`src/rtl/fpu_add_result_pack_pkg.sv`:
```
// Shared constants, types and helpers for the adder result-pack stage.
// Provides IEEE-754 single field widths, flag bit positions, the FIFO
// entry layout and the NaN-quieting packer.
package fpu_pkg;

  localparam int EXP_W  = 8;
  localparam int MAN_W  = 23;
  localparam int FLAG_W = 5;

  localparam int FLG_INV  = 4;
  localparam int FLG_OVF  = 3;
  localparam int FLG_UNF  = 2;
  localparam int FLG_INX  = 1;
  localparam int FLG_ZERO = 0;

  localparam logic [EXP_W-1:0] EXP_MAX = 8'hFF;
  localparam int QNAN_BIT = 22;

  localparam int WORD_W  = 1 + EXP_W + MAN_W;
  localparam int ENTRY_W = WORD_W + FLAG_W;

  typedef struct packed {
    logic [WORD_W-1:0] data;
    logic [FLAG_W-1:0] flags;
  } res_entry_t;

  // Any NaN (max exponent, non-zero mantissa) leaves as a quiet NaN;
  // sign and remaining payload bits are kept.
  function automatic logic [WORD_W-1:0] pack_word(input logic s,
                                                  input logic [EXP_W-1:0] e,
                                                  input logic [MAN_W-1:0] m);
    logic [MAN_W-1:0] mq;
    mq = m;
    if (e == EXP_MAX && m != '0) mq[QNAN_BIT] = 1'b1;
    return {s, e, mq};
  endfunction

endpackage

```
`src/rtl/fpu_add_result_pack_if.sv`:
```
// Bus between the adder side / consumer and the result-pack stage.
//   issue_req/issue_gnt : operand launch handshake
//   Sz/Ez/Mz/in_flags   : adder result fields and exception flags
//   res_*               : valid/ready result stream (packed word + flags)
//   sticky_*            : accumulated exception flags and their clear
// slave is the result-pack stage, master is the environment driving it.
interface fpu_add_result_pack_if;
  import fpu_pkg::*;

  logic                issue_req;
  logic                issue_gnt;
  logic                Sz;
  logic [EXP_W-1:0]    Ez;
  logic [MAN_W-1:0]    Mz;
  logic [FLAG_W-1:0]   in_flags;
  logic                res_valid;
  logic                res_ready;
  logic [WORD_W-1:0]   res_data;
  logic [FLAG_W-1:0]   res_flags;
  logic [FLAG_W-2:0]   sticky_flags;
  logic                sticky_clr;

  modport master (
    output issue_req, Sz, Ez, Mz, in_flags, res_ready, sticky_clr,
    input  issue_gnt, res_valid, res_data, res_flags, sticky_flags
  );

  modport slave (
    input  issue_req, Sz, Ez, Mz, in_flags, res_ready, sticky_clr,
    output issue_gnt, res_valid, res_data, res_flags, sticky_flags
  );

endinterface

```
`src/rtl/fpu_add_result_pack_fifo.sv`:
```
// Generic circular FIFO, DEPTH entries of WIDTH bits (DEPTH power of two).
// Ports: clk, rst (async active-low), push/din write, pop read-advance,
// dout = head entry (registered storage, no write-to-read bypass),
// full, empty, count. The caller must not pop when empty nor push when
// full without a pop.
module fpu_res_fifo #(
  parameter int DEPTH = 4,
  parameter int WIDTH = 37,
  localparam int AW = $clog2(DEPTH),
  localparam int CW = $clog2(DEPTH + 1)
) (
  input  logic             clk,
  input  logic             rst,
  input  logic             push,
  input  logic             pop,
  input  logic [WIDTH-1:0] din,
  output logic [WIDTH-1:0] dout,
  output logic             full,
  output logic             empty,
  output logic [CW-1:0]    count
);

  logic [WIDTH-1:0] mem [DEPTH];
  logic [AW-1:0]    wr_ptr;
  logic [AW-1:0]    rd_ptr;
  logic [CW-1:0]    cnt;

  always_ff @(posedge clk or negedge rst) begin
    if (!rst) begin
      wr_ptr <= '0;
      rd_ptr <= '0;
      cnt    <= '0;
      for (int unsigned i = 0; i < DEPTH; i++) mem[i] <= '0;
    end else begin
      if (push) begin
        mem[wr_ptr] <= din;
        wr_ptr      <= wr_ptr + 1'b1;
      end
      if (pop) rd_ptr <= rd_ptr + 1'b1;
      case ({push, pop})
        2'b10:   cnt <= cnt + 1'b1;
        2'b01:   cnt <= cnt - 1'b1;
        default: cnt <= cnt;
      endcase
    end
  end

  assign dout  = mem[rd_ptr];
  assign full  = (cnt == CW'(DEPTH));
  assign empty = (cnt == '0);
  assign count = cnt;

endmodule

```
`src/rtl/fpu_add_result_pack.sv`:
```
// Result-pack stage behind the fixed-latency adder.
// Ports: clk, rst (async active-low), bus (slave side of
// fpu_add_result_pack_if). Launches are credit-gated so every operation
// already in the adder is guaranteed a FIFO slot when its result arrives
// ADD_LAT edges after the grant; results are packed (NaN quieted),
// buffered, and their exception flags accumulated into sticky_flags.
module fpu_add_result_pack
  import fpu_pkg::*;
#(
  parameter int DEPTH   = 4,
  parameter int ADD_LAT = 1
) (
  input logic clk,
  input logic rst,
  fpu_add_result_pack_if.slave bus
);

  localparam int CW = $clog2(DEPTH + 1);

  logic [CW-1:0]      credit;
  logic [ADD_LAT-1:0] trk;
  logic               grant;
  logic               push;
  logic               push_en;
  logic               pop;
  logic               full;
  logic               empty;
  logic [CW-1:0]      count;
  logic [FLAG_W-2:0]  sticky;
  res_entry_t         wr_entry;
  res_entry_t         rd_entry;

  assign grant         = bus.issue_req & (credit != '0);
  assign bus.issue_gnt = grant;

  assign push = trk[ADD_LAT-1];
  assign pop  = !empty & bus.res_ready;
  // Credits make an unpopped full-FIFO push impossible; the guard keeps
  // the head intact should that ever be violated.
  assign push_en = push & (!full | pop);

  always_ff @(posedge clk or negedge rst) begin
    if (!rst) begin
      credit <= CW'(DEPTH);
    end else begin
      case ({grant, pop})
        2'b10:   credit <= credit - 1'b1;
        2'b01:   credit <= credit + 1'b1;
        default: credit <= credit;
      endcase
    end
  end

  generate
    if (ADD_LAT == 1) begin : g_trk1
      always_ff @(posedge clk or negedge rst) begin
        if (!rst) trk <= '0;
        else      trk <= grant;
      end
    end else begin : g_trkn
      always_ff @(posedge clk or negedge rst) begin
        if (!rst) trk <= '0;
        else      trk <= {trk[ADD_LAT-2:0], grant};
      end
    end
  endgenerate

  // Clear takes effect before the same-edge push's flags are merged in.
  always_ff @(posedge clk or negedge rst) begin
    if (!rst) begin
      sticky <= '0;
    end else if (push) begin
      sticky <= (bus.sticky_clr ? '0 : sticky) | bus.in_flags[FLG_INV:FLG_INX];
    end else if (bus.sticky_clr) begin
      sticky <= '0;
    end
  end

  assign wr_entry.data  = pack_word(bus.Sz, bus.Ez, bus.Mz);
  assign wr_entry.flags = bus.in_flags;

  fpu_res_fifo #(
    .DEPTH (DEPTH),
    .WIDTH (ENTRY_W)
  ) u_fifo (
    .clk   (clk),
    .rst   (rst),
    .push  (push_en),
    .pop   (pop),
    .din   (wr_entry),
    .dout  (rd_entry),
    .full  (full),
    .empty (empty),
    .count (count)
  );

  assign bus.res_valid    = (count != '0);
  assign bus.res_data     = rd_entry.data;
  assign bus.res_flags    = rd_entry.flags;
  assign bus.sticky_flags = sticky;

endmodule

```
`src/flat_wrapper.sv`:
```
// flat-port wrapper written by rule: the top's interface ports become plain ports
module fpu_add_result_pack_flat import fpu_pkg::*;
#(
  parameter int DEPTH   = 4,
  parameter int ADD_LAT = 1
)
  (clk, rst, bus_issue_req, bus_Sz, bus_Ez, bus_Mz, bus_in_flags, bus_res_ready, bus_sticky_clr, bus_issue_gnt, bus_res_valid, bus_res_data, bus_res_flags, bus_sticky_flags);
  fpu_add_result_pack_if bus_i ();
  input logic clk;
  input logic rst;
  input wire logic [$bits(bus_i.issue_req)-1:0] bus_issue_req;
  input wire logic [$bits(bus_i.Sz)-1:0] bus_Sz;
  input wire logic [$bits(bus_i.Ez)-1:0] bus_Ez;
  input wire logic [$bits(bus_i.Mz)-1:0] bus_Mz;
  input wire logic [$bits(bus_i.in_flags)-1:0] bus_in_flags;
  input wire logic [$bits(bus_i.res_ready)-1:0] bus_res_ready;
  input wire logic [$bits(bus_i.sticky_clr)-1:0] bus_sticky_clr;
  output wire logic [$bits(bus_i.issue_gnt)-1:0] bus_issue_gnt;
  output wire logic [$bits(bus_i.res_valid)-1:0] bus_res_valid;
  output wire logic [$bits(bus_i.res_data)-1:0] bus_res_data;
  output wire logic [$bits(bus_i.res_flags)-1:0] bus_res_flags;
  output wire logic [$bits(bus_i.sticky_flags)-1:0] bus_sticky_flags;
  assign bus_i.issue_req = bus_issue_req;
  assign bus_i.Sz = bus_Sz;
  assign bus_i.Ez = bus_Ez;
  assign bus_i.Mz = bus_Mz;
  assign bus_i.in_flags = bus_in_flags;
  assign bus_i.res_ready = bus_res_ready;
  assign bus_i.sticky_clr = bus_sticky_clr;
  assign bus_issue_gnt = bus_i.issue_gnt;
  assign bus_res_valid = bus_i.res_valid;
  assign bus_res_data = bus_i.res_data;
  assign bus_res_flags = bus_i.res_flags;
  assign bus_sticky_flags = bus_i.sticky_flags;
  fpu_add_result_pack #(.DEPTH(DEPTH), .ADD_LAT(ADD_LAT)) u_core (.clk(clk), .rst(rst), .bus(bus_i));
endmodule
```
`config.mk`:
```
export PLATFORM = sky130hd
export DESIGN_NAME = fpu_add_result_pack_flat
export DESIGN_NICKNAME = d
export VERILOG_FILES = /design/src/rtl/fpu_add_result_pack_pkg.sv /design/src/rtl/fpu_add_result_pack_if.sv /design/src/rtl/fpu_add_result_pack_fifo.sv /design/src/rtl/fpu_add_result_pack.sv /design/src/flat_wrapper.sv
export SDC_FILE = /design/constraint.sdc
export NUM_CORES = 1
export LEC_CHECK = 0
export ABC_AREA = 1
export CORE_ASPECT_RATIO = 1.4
export CORE_MARGIN = 2
export CORE_UTILIZATION = 56
export CTS_CLUSTER_SIZE = 40
export DETAILED_ROUTE_END_ITERATION = 6
export PLACE_DENSITY = 0.87
export SYNTH_ARGS = -nofsm -noshare
export SYNTH_HDL_FRONTEND = slang
export SYNTH_SLANG_ARGS = --single-unit
```
`constraint.sdc`:
```
create_clock -name clk -period 2.4 [get_ports clk]
set_input_delay 0.36 -clock clk [delete_from_list [all_inputs] [get_ports clk]]
set_output_delay 0.36 -clock clk [all_outputs]
set_load 0.05 [all_outputs]
```
**Word level (Yosys, flattened, before mapping)**

Index checks and enable logic that the tools add are counted.

- Logic and storage cells: 53
- Input bits: 42
- Register bits: 163
- Output and inout bits: 43

- Eq/ne operators: 6
- Bitwise operators: 7
- Mux-type cells: 11
- Reduce and logical (&&, ||, !) cells: 10
- Magnitude comparators: 3
- Add/subtract/negate cells: 6

Operators by type and width:

| kind | count |
|---|---|
| 148-bit bitwise mux | 1 |
| 37-bit two-way mux | 3 |
| 37-bit binary-select mux with 2-bit select | 1 |
| 37-bit demux with 2-bit select | 1 |
| 23-bit nonzero test | 1 |
| 3-bit one-hot mux with 2 select lines | 2 |
| 8-bit equality test, second input constant | 1 |
| 4-bit two-way mux | 2 |
| 3-bit by 1-bit adder with 3-bit output, second input constant | 2 |
| 3-bit >= comparator, second input constant | 2 |
| 2-bit NOT with 3-bit output | 2 |
| 3-bit nonzero test | 2 |
| 3-bit by 1-bit subtractor with 3-bit output, second input constant | 2 |
| 2-bit by 1-bit adder with 2-bit output, second input constant | 2 |
| 2-bit by 1-bit equality test with 1-bit output, second input constant | 2 |
| 2-bit equality test, second input constant | 2 |
| 4-bit OR | 1 |
| 2-bit nonzero test | 2 |
| 1-bit bitwise AND | 3 |
| 3-bit equality test, second input constant | 1 |
| 3-bit zero test | 1 |
| 3-bit by 1-bit < comparator with 1-bit output, second input constant | 1 |
| 1-bit logical AND | 2 |
| 1-bit zero test | 2 |
| other kinds (2) | 2 |

**Longest topological paths before layout**

Gate-level depths: netlist of run 1.

- Depth after elaboration: 7
- Mapped depth: 9
- Gate-level depth less buffers: 9

**Modules after synthesis**

From an unflattened synthesis of run 1, not the netlist that was laid out.

- Cells, all modules: 904
- Area, all modules: 8,304.2 um2

By module, submodules not included:

| module | area an instance (um2) | cells an instance | seq. area each (um2) | times used |
|---|---|---|---|---|
| fpu_res_fifo | 7,822.5 | 842 | 3,878.7 | 1 |
| fpu_add_result_pack | 481.7 | 62 | 201.4 | 1 |

**Worst setup path after synthesis of run 1**

OpenSTA, ideal clock, no wires.

- Kind: flip-flop to output port
- Start: register u_core.u_fifo.rd_ptr[0]
- End: output bus_res_data[28]
- Data required time: 2.040 ns
- Arrival: 1.750 ns
- Path slack: 0.290 ns
- Stages on the path, launching flop included: 6
- Cells stage by stage: dfrtp_1 > inv_1 > buf_2 > clkbuf_1 > o21ai_0 > o22ai_1

- Cells in the longest elaborated chain, start to end: 4

RTL lines:

| what | line | text |
|---|---|---|
| from (decl) | fpu_add_result_pack_fifo.sv:25 | `logic [AW-1:0] rd_ptr;` |
| from (signal assigned) | fpu_add_result_pack_fifo.sv:39 | `if (pop) rd_ptr <= rd_ptr + 1'b1;` |
| 2-bit NOT with 3-bit output (not written as such) | fpu_add_result_pack_fifo.sv:48 | `assign dout = mem[rd_ptr];` |
| 37-bit binary-select mux with 2-bit select | fpu_add_result_pack_fifo.sv:48 |  |
| 37-bit two-way mux (not written as such) (2 in a row) | fpu_add_result_pack_fifo.sv:48 |  |
| to (decl) | flat_wrapper.sv:20 | `output wire logic [$bits(bus_i.res_data)-1:0] bus_res_data;` |

No other way between the ends. The select of a mux whose other input is x is not followed.

**Final worst setup path of run 1**

- Start: register u_core.u_fifo.rd_ptr[0]
- End: output bus_res_flags[4]

- Cells in the longest elaborated chain, start to end: 4

RTL lines:

| what | line | text |
|---|---|---|
| 2-bit NOT with 3-bit output (not written as such) | fpu_add_result_pack_fifo.sv:48 |  |
| 37-bit binary-select mux with 2-bit select | fpu_add_result_pack_fifo.sv:48 |  |
| 37-bit two-way mux (not written as such) (2 in a row) | fpu_add_result_pack_fifo.sv:48 |  |
| to (decl) | flat_wrapper.sv:21 | `output wire logic [$bits(bus_i.res_flags)-1:0] bus_res_flags;` |

No other way between the ends. The select of a mux whose other input is x is not followed.

==> flow_metrics.env, run 1 <==
export IMPL_cts_buffers=17
export IMPL_ant_nets=0
export IMPL_wirelength_um=20910
export IMPL_slew_limit_headroom_pct=60.84
export IMPL_tns_ps=0
export IMPL_synth_area_leaders="dfrtp_1 (53%), nand2_1 (21%), o21ai_0 (5.2%), nor2_1 (4.5%), o22ai_1 (3.0%)"
export IMPL_postCtsSetupBuffers=0
export IMPL_multi_input_area_mm2=0.003095
export IMPL_drv_slew=0
export IMPL_n_antenna_cell=0
export IMPL_setup_ws_ps=86.60
export IMPL_yosys_warnings=0
export IMPL_cts_sinks=163
export IMPL_die_x_um=102.6
export IMPL_drc=0
export IMPL_clock_skew_final_ps=8.098
export IMPL_cp_max_fo=40
export IMPL_synthCells=936
export IMPL_antenna_found_initial=1
export IMPL_ioPinCount=85
export IMPL_ys_ff_latch=163
export IMPL_max_slew_worst_pin_slew_ps=587.4
export IMPL_routabilityCongestion=0.8011
export IMPL_holdWs_ps=473.2
export IMPL_ys_types=27
export IMPL_cts_reportedPaths_clkPinSlew_ps=60
export IMPL_grt_usage_pct=30.12
export IMPL_fmax_mhz=432.3
export IMPL_outcome="completed"
export IMPL_cts_root_buf="clkbuf_16"
export IMPL_vias=6859
export IMPL_seq_area_frac_synth_pct=53.49
export IMPL_layout_commonest_cell="nand2_1"
export IMPL_preCtsSetupSlack_ps=63.09
export IMPL_power_leakage_nw=4.804
export IMPL_layout_common_cells="nand2_1 (432), dfrtp_1 (161), nor2_1 (91)"
export IMPL_netlist_area_mm2=0.007627
export IMPL_fillers=901
export IMPL_powerDensity_mw_per_mm2=1814
export IMPL_final_min_clock_period_ps=2313
export IMPL_portBuffers=84
export IMPL_maxCapViolCount=0
export IMPL_cts_tree="yes"
export IMPL_drt_iter0_markers=752
export IMPL_area_growth_pct=24.66
export IMPL_drive_above_1_share_pct=13.53
export IMPL_cts_path_max_buffers=2
export IMPL_place_hpwl_um=11930
export IMPL_rsz0062_at_grt="false"
export IMPL_grt_ovfl_total=0
export IMPL_rows=50
export IMPL_fp_dieArea_mm2=0.01458
export IMPL_fin_crit_sh_pct=96.39
export IMPL_worstSetupPathType="flip-flop to output port"
export IMPL_hold_violations=0
export IMPL_regArea_mm2=0.004081
export IMPL_syn_nets=986
export IMPL_hold_class="input pin to asynchronous set/reset pin"
export IMPL_critPathLaunchType="flip-flop"
export IMPL_drt_vias_per_instance=5.706
export IMPL_dieHeight_um=142.1
export IMPL_arrival_ps=1950
export IMPL_initial_core_util_pct=57.24
export IMPL_drt_first_pass_iters=6
export IMPL_critical_path_required_ps=2040
export IMPL_crit_path_end_kind="output port"
export IMPL_syn_avg_cell_area_um2=8.149
export IMPL_htree_levels=4
export IMPL_nets=1057
export IMPL_core_area_mm2=0.01333
export IMPL_wl_per_cell_um=17.40
export IMPL_grt_max_degree=77
export IMPL_grt_first_pass_wirelength_um=33790
export IMPL_setup_viol=0
export IMPL_first_global_vias=6962
export IMPL_synth_top_area_share_pct=53.15
export IMPL_synth_area_leader_cell="dfrtp_1"
export IMPL_clkLatencyLatePin_ps=420
export IMPL_max_vdd_ir_drop_mv=1.145
## critical path, cell delays in order, from the launching register on
cell,delay [ps]
dfrtp_2,430
inv_2,210
buf_12,250
o21ai_0,110
o22ai_1,330
buf_12,190
## cells by family (layout without fill, tap and decap cells)
group	after synthesis	in the layout	synth area share, %
compound gates	121	121	8.579
xor+xnor	7	7	0.8038
buf+inv	73	157	6.086
flops	163	163	53.49
simple gates	563	563	29.38
mux	1	1	0.1476
fa+ha+maj	8	8	1.509
## layer usage
layer	up-vias	track usage, %	routed length (um)
met1	3274	38.51	7510
li1	3077	-	-
met5	-	0	0
met4	0	14.60	563
met3	65	5.992	1956
met2	443	48.78	10880
## synthesized netlist by cell type (all sizes together)
cell type	n
a21oi	2
inv	21
nor2	92
buf	32
xnor2	3
dfstp	1
fa	2
nand4	2
nand2	467
o31ai	1
dfrtp	162
o22ai	37
xor2	4
nand3	2
mux2	1
ha	6
clkbuf	20
o21ai	81
## worst paths after layout
kind | end | start | cells after the start | slack, ps
worst max register to register | u_core.u_fifo.count[2] | u_core.u_fifo.count[0] | 9 | 350
worst min-delay path | u_core.push | rst | 2 | 470
max in group asynchronous | u_core.u_fifo.mem[78] | rst | 3 | 1090
worst max-delay path | bus_res_flags[4] | u_core.u_fifo.rd_ptr[0] | 5 | 90
min in group clk | u_core.u_fifo.mem[88] | u_core.u_fifo.mem[88] | 2 | 470
worst min register to register | u_core.u_fifo.mem[88] | u_core.u_fifo.mem[88] | 2 | 470
## report_power, final
group	internal (mW)	leakage, nW	total (mW)	switching, mW
clock	1.69	0.299	2.80	1.11
combinational	3.87	2.47	9.67	5.80
sequential	4.01	2.04	4.78	0.765
## through the flow
stage / power [mW] / std cells / instance area [um2] / util (%)
final: 17.25 / 1202 / 9508 / 71.35
after CTS: 17.17 / 1202 / 9495 / 71.26
after global routing: 18.09 / 1202 / 9508 / 71.35
after global placement: 14.02 / 1169 / 8876 / 66.61
after detailed placement: 14.26 / 1169 / 8876 / 66.61
after floorplan: 10.30 / 936 / 7627 / -
## registers in the layout, indices dropped and copies added (netlist names)
signal,flops
u_core.bus.sticky_flags,4
u_core.u_fifo.wr_ptr,2
u_core.u_fifo.mem,148
u_core.u_fifo.count,3
u_core.credit,3
u_core.u_fifo.rd_ptr,2
u_core.push,1
## cell type report
type	count	area share, %
Clock buffer	19	4.764
Sequential cell	163	42.93
Clock inverter	13	1.645
Inverter	21	0.9870
Multi-Input combinational cell	700	32.56
Tap cell	182	2.395
Timing Repair Buffer	104	14.73
## timing repair
action | in CTS | in global routing
hold endpoints to repair | 57 | 0
resized for setup | 0 | 2
endpoints found under the setup margin | 0 | 2
hold buffers | 1 | 0
Note: power is estimated with default switching activity, not from simulation.
==> run 2, diff against run 1 <==
Settings changed: CORE_MARGIN 2 to 5.
==> run 2 against run 1 <==
Against the previous run:
- total power rose by 1.2%
- sequential cell count is the same
- largest cell class unchanged
- global-route usage fell by 2.7 points
- cell count barely moved
- critical path depth stayed put
- non-clock buffer count is 1 lower
- via count is 1.5% higher
- sequential share of layout area fell by 0.36 points
- core utilization rose by 0.26 points
==> flow_metrics.env, run 2 (synthesized netlist as in run 1, its figures left out) <==
export IMPL_grt_first_pass_wirelength_um=34510
export IMPL_initial_core_util_pct=56.97
export IMPL_rows=50
export IMPL_path_cells="inv_2, buf_12, o21ai_0, o22ai_2, buf_12"
export IMPL_cts_root_buf="clkbuf_16"
export IMPL_hold_violations=0
export IMPL_fmax_mhz=423.1
export IMPL_nets=1056
export IMPL_die_x_um=108.6
export IMPL_dp_cells=1168
export IMPL_routabilityCongestion=0.7955
export IMPL_powerDensity_mw_per_mm2=1820
export IMPL_fin_cells=1201
export IMPL_arrival_ps=2000
export IMPL_fp_dieArea_mm2=0.01609
export IMPL_drt_vias_per_instance=5.798
export IMPL_critPathLaunchType="flip-flop"
export IMPL_tns_ps=0
export IMPL_reg2reg_slack_ps=370
export IMPL_setup_viol=0
export IMPL_core_area_mm2=0.01339
export IMPL_crit_path_end_kind="output port"
export IMPL_max_vdd_ir_drop_mv=1.105
export IMPL_max_slew_worst_pin_slew_ps=515.9
export IMPL_reg2reg_depth=9
export IMPL_layout_commonest_cell="nand2_1"
export IMPL_grt_max_degree=70
export IMPL_wl_per_cell_um=18.04
export IMPL_critical_path_required_ps=2040
export IMPL_regMostFlops="u_core.u_fifo.mem"
export IMPL_drc=0
export IMPL_cts_sinks=163
export IMPL_vias=6963
export IMPL_slew_limit_headroom_pct=65.61
export IMPL_power_leakage_nw=4.837
export IMPL_clkLatencyLatePin_ps=420
export IMPL_layout_common_cells="nand2_1 (432), dfrtp_1 (161), nor2_1 (91)"
export IMPL_n_antenna_cell=0
export IMPL_drive_above_1_share_pct=15.01
export IMPL_grt_ovfl_total=0
export IMPL_worstSetupPathType="flip-flop to output port"
export IMPL_multi_input_area_mm2=0.003196
export IMPL_startpoint="u_core.u_fifo.rd_ptr[0]"
export IMPL_top_usage_layer="met2"
export IMPL_ant_nets=0
export IMPL_place_area_mm2=0.008881
export IMPL_path_common_cell="buf_12"
export IMPL_final_min_clock_period_ps=2363
export IMPL_rr_endpoint="u_core.u_fifo.count[2]"
export IMPL_clock_skew_final_ps=8.829
export IMPL_htree_levels=4
export IMPL_wirelength_um=21660
export IMPL_globalRouteMet2Util_pct=46.47
export IMPL_cts_tree="yes"
export IMPL_place_hpwl_um=12310
export IMPL_fin_area_mm2=0.009588
export IMPL_drt_iter0_markers=754
export IMPL_hold_class="input pin to asynchronous set/reset pin"
export IMPL_portBuffers=84
export IMPL_first_global_vias=7074
export IMPL_slowest_stage="dfrtp_2"
export IMPL_largest_reg_flops=148
export IMPL_drv_slew=0
export IMPL_cts_buffers=17
export IMPL_ioPinCount=85
export IMPL_fin_crit_sh_pct=98.47
export IMPL_grt_usage_pct=27.39
export IMPL_fillers=898
export IMPL_grtUsageMet3_pct=5.558
export IMPL_outcome="completed"
export IMPL_maxCapViolCount=0
export IMPL_dieHeight_um=148.1
export IMPL_cp_slowest_stage_delay_ps=580
export IMPL_cts_path_max_buffers=2
export IMPL_postCtsSetupBuffers=0
export IMPL_use_met1_pct=32.98
export IMPL_cts_reportedPaths_clkPinSlew_ps=70
export IMPL_area_growth_pct=25.71
export IMPL_regArea_mm2=0.004081
export IMPL_reg2reg_from="u_core.u_fifo.count[0]"
export IMPL_drt_first_pass_iters=7
export IMPL_cp_max_fo=40
export IMPL_antenna_found_initial=0
## run 2: what timing repair did
item                                   CTS  global route
endpoints found under the hold margin   50             0
gates cloned                             0             0
hold buffers                             1             0
resized for setup                        1            17
setup endpoints to repair                1            17
## run 2: worst max-delay path, delay by kind of cell (launching register included)
kind | cells | cell delay (ps)
DFF | 1 | 580
buffers and inverters | 3 | 550
AOI/OAI and AO/OA | 2 | 440
## run 2: worst max path at each step
stage               cells after the start  slack, ps                     end
floorplan                               5        290        bus_res_data[28]
global placement                        9        180  u_core.u_fifo.count[2]
detailed placement                      9         80  u_core.u_fifo.count[2]
CTS                                     5         10        bus_res_flags[3]
global route                            5        -40        bus_res_data[18]
finish                                  5         40        bus_res_data[18]
## run 2: metal layers
| layer | vias to the layer above | wire length (um) |
|---|---|---|
| li1 | 3074 | - |
| met1 | 3365 | 7775 |
| met4 | 0 | 910 |
| met5 | - | 0 |
| met2 | 433 | 11210 |
| met3 | 91 | 1761 |
## run 2: layout make-up
| cell class | instances | area share (%) |
|---|---|---|
| well taps | 182 | 2.375 |
| clock buffers | 18 | 4.580 |
| clock inverters | 14 | 1.514 |
| inverters | 21 | 0.9787 |
| repair buffers | 103 | 14.65 |
| multi-input cells | 700 | 33.33 |
| flip-flops and latches | 163 | 42.57 |
## run 2: power by group
part	internal, mW	switching [mW]
clock	1.49	1.20
sequential	4.01	0.815
combinational	3.98	5.95
## run 2: stage by stage
step	util [%]	setup WS, ps	hold WS (ps)	power [mW]
after detailed placement	66.34	84.78	340.1	14.28
after CTS	70.82	14.42	460.1	17.13
after global placement	66.34	178.4	339.8	14.04
after global routing	71.62	-36.62	489.9	18.32
after floorplan	-	289.9	64.41	10.30
final	71.62	36.72	476.6	17.45
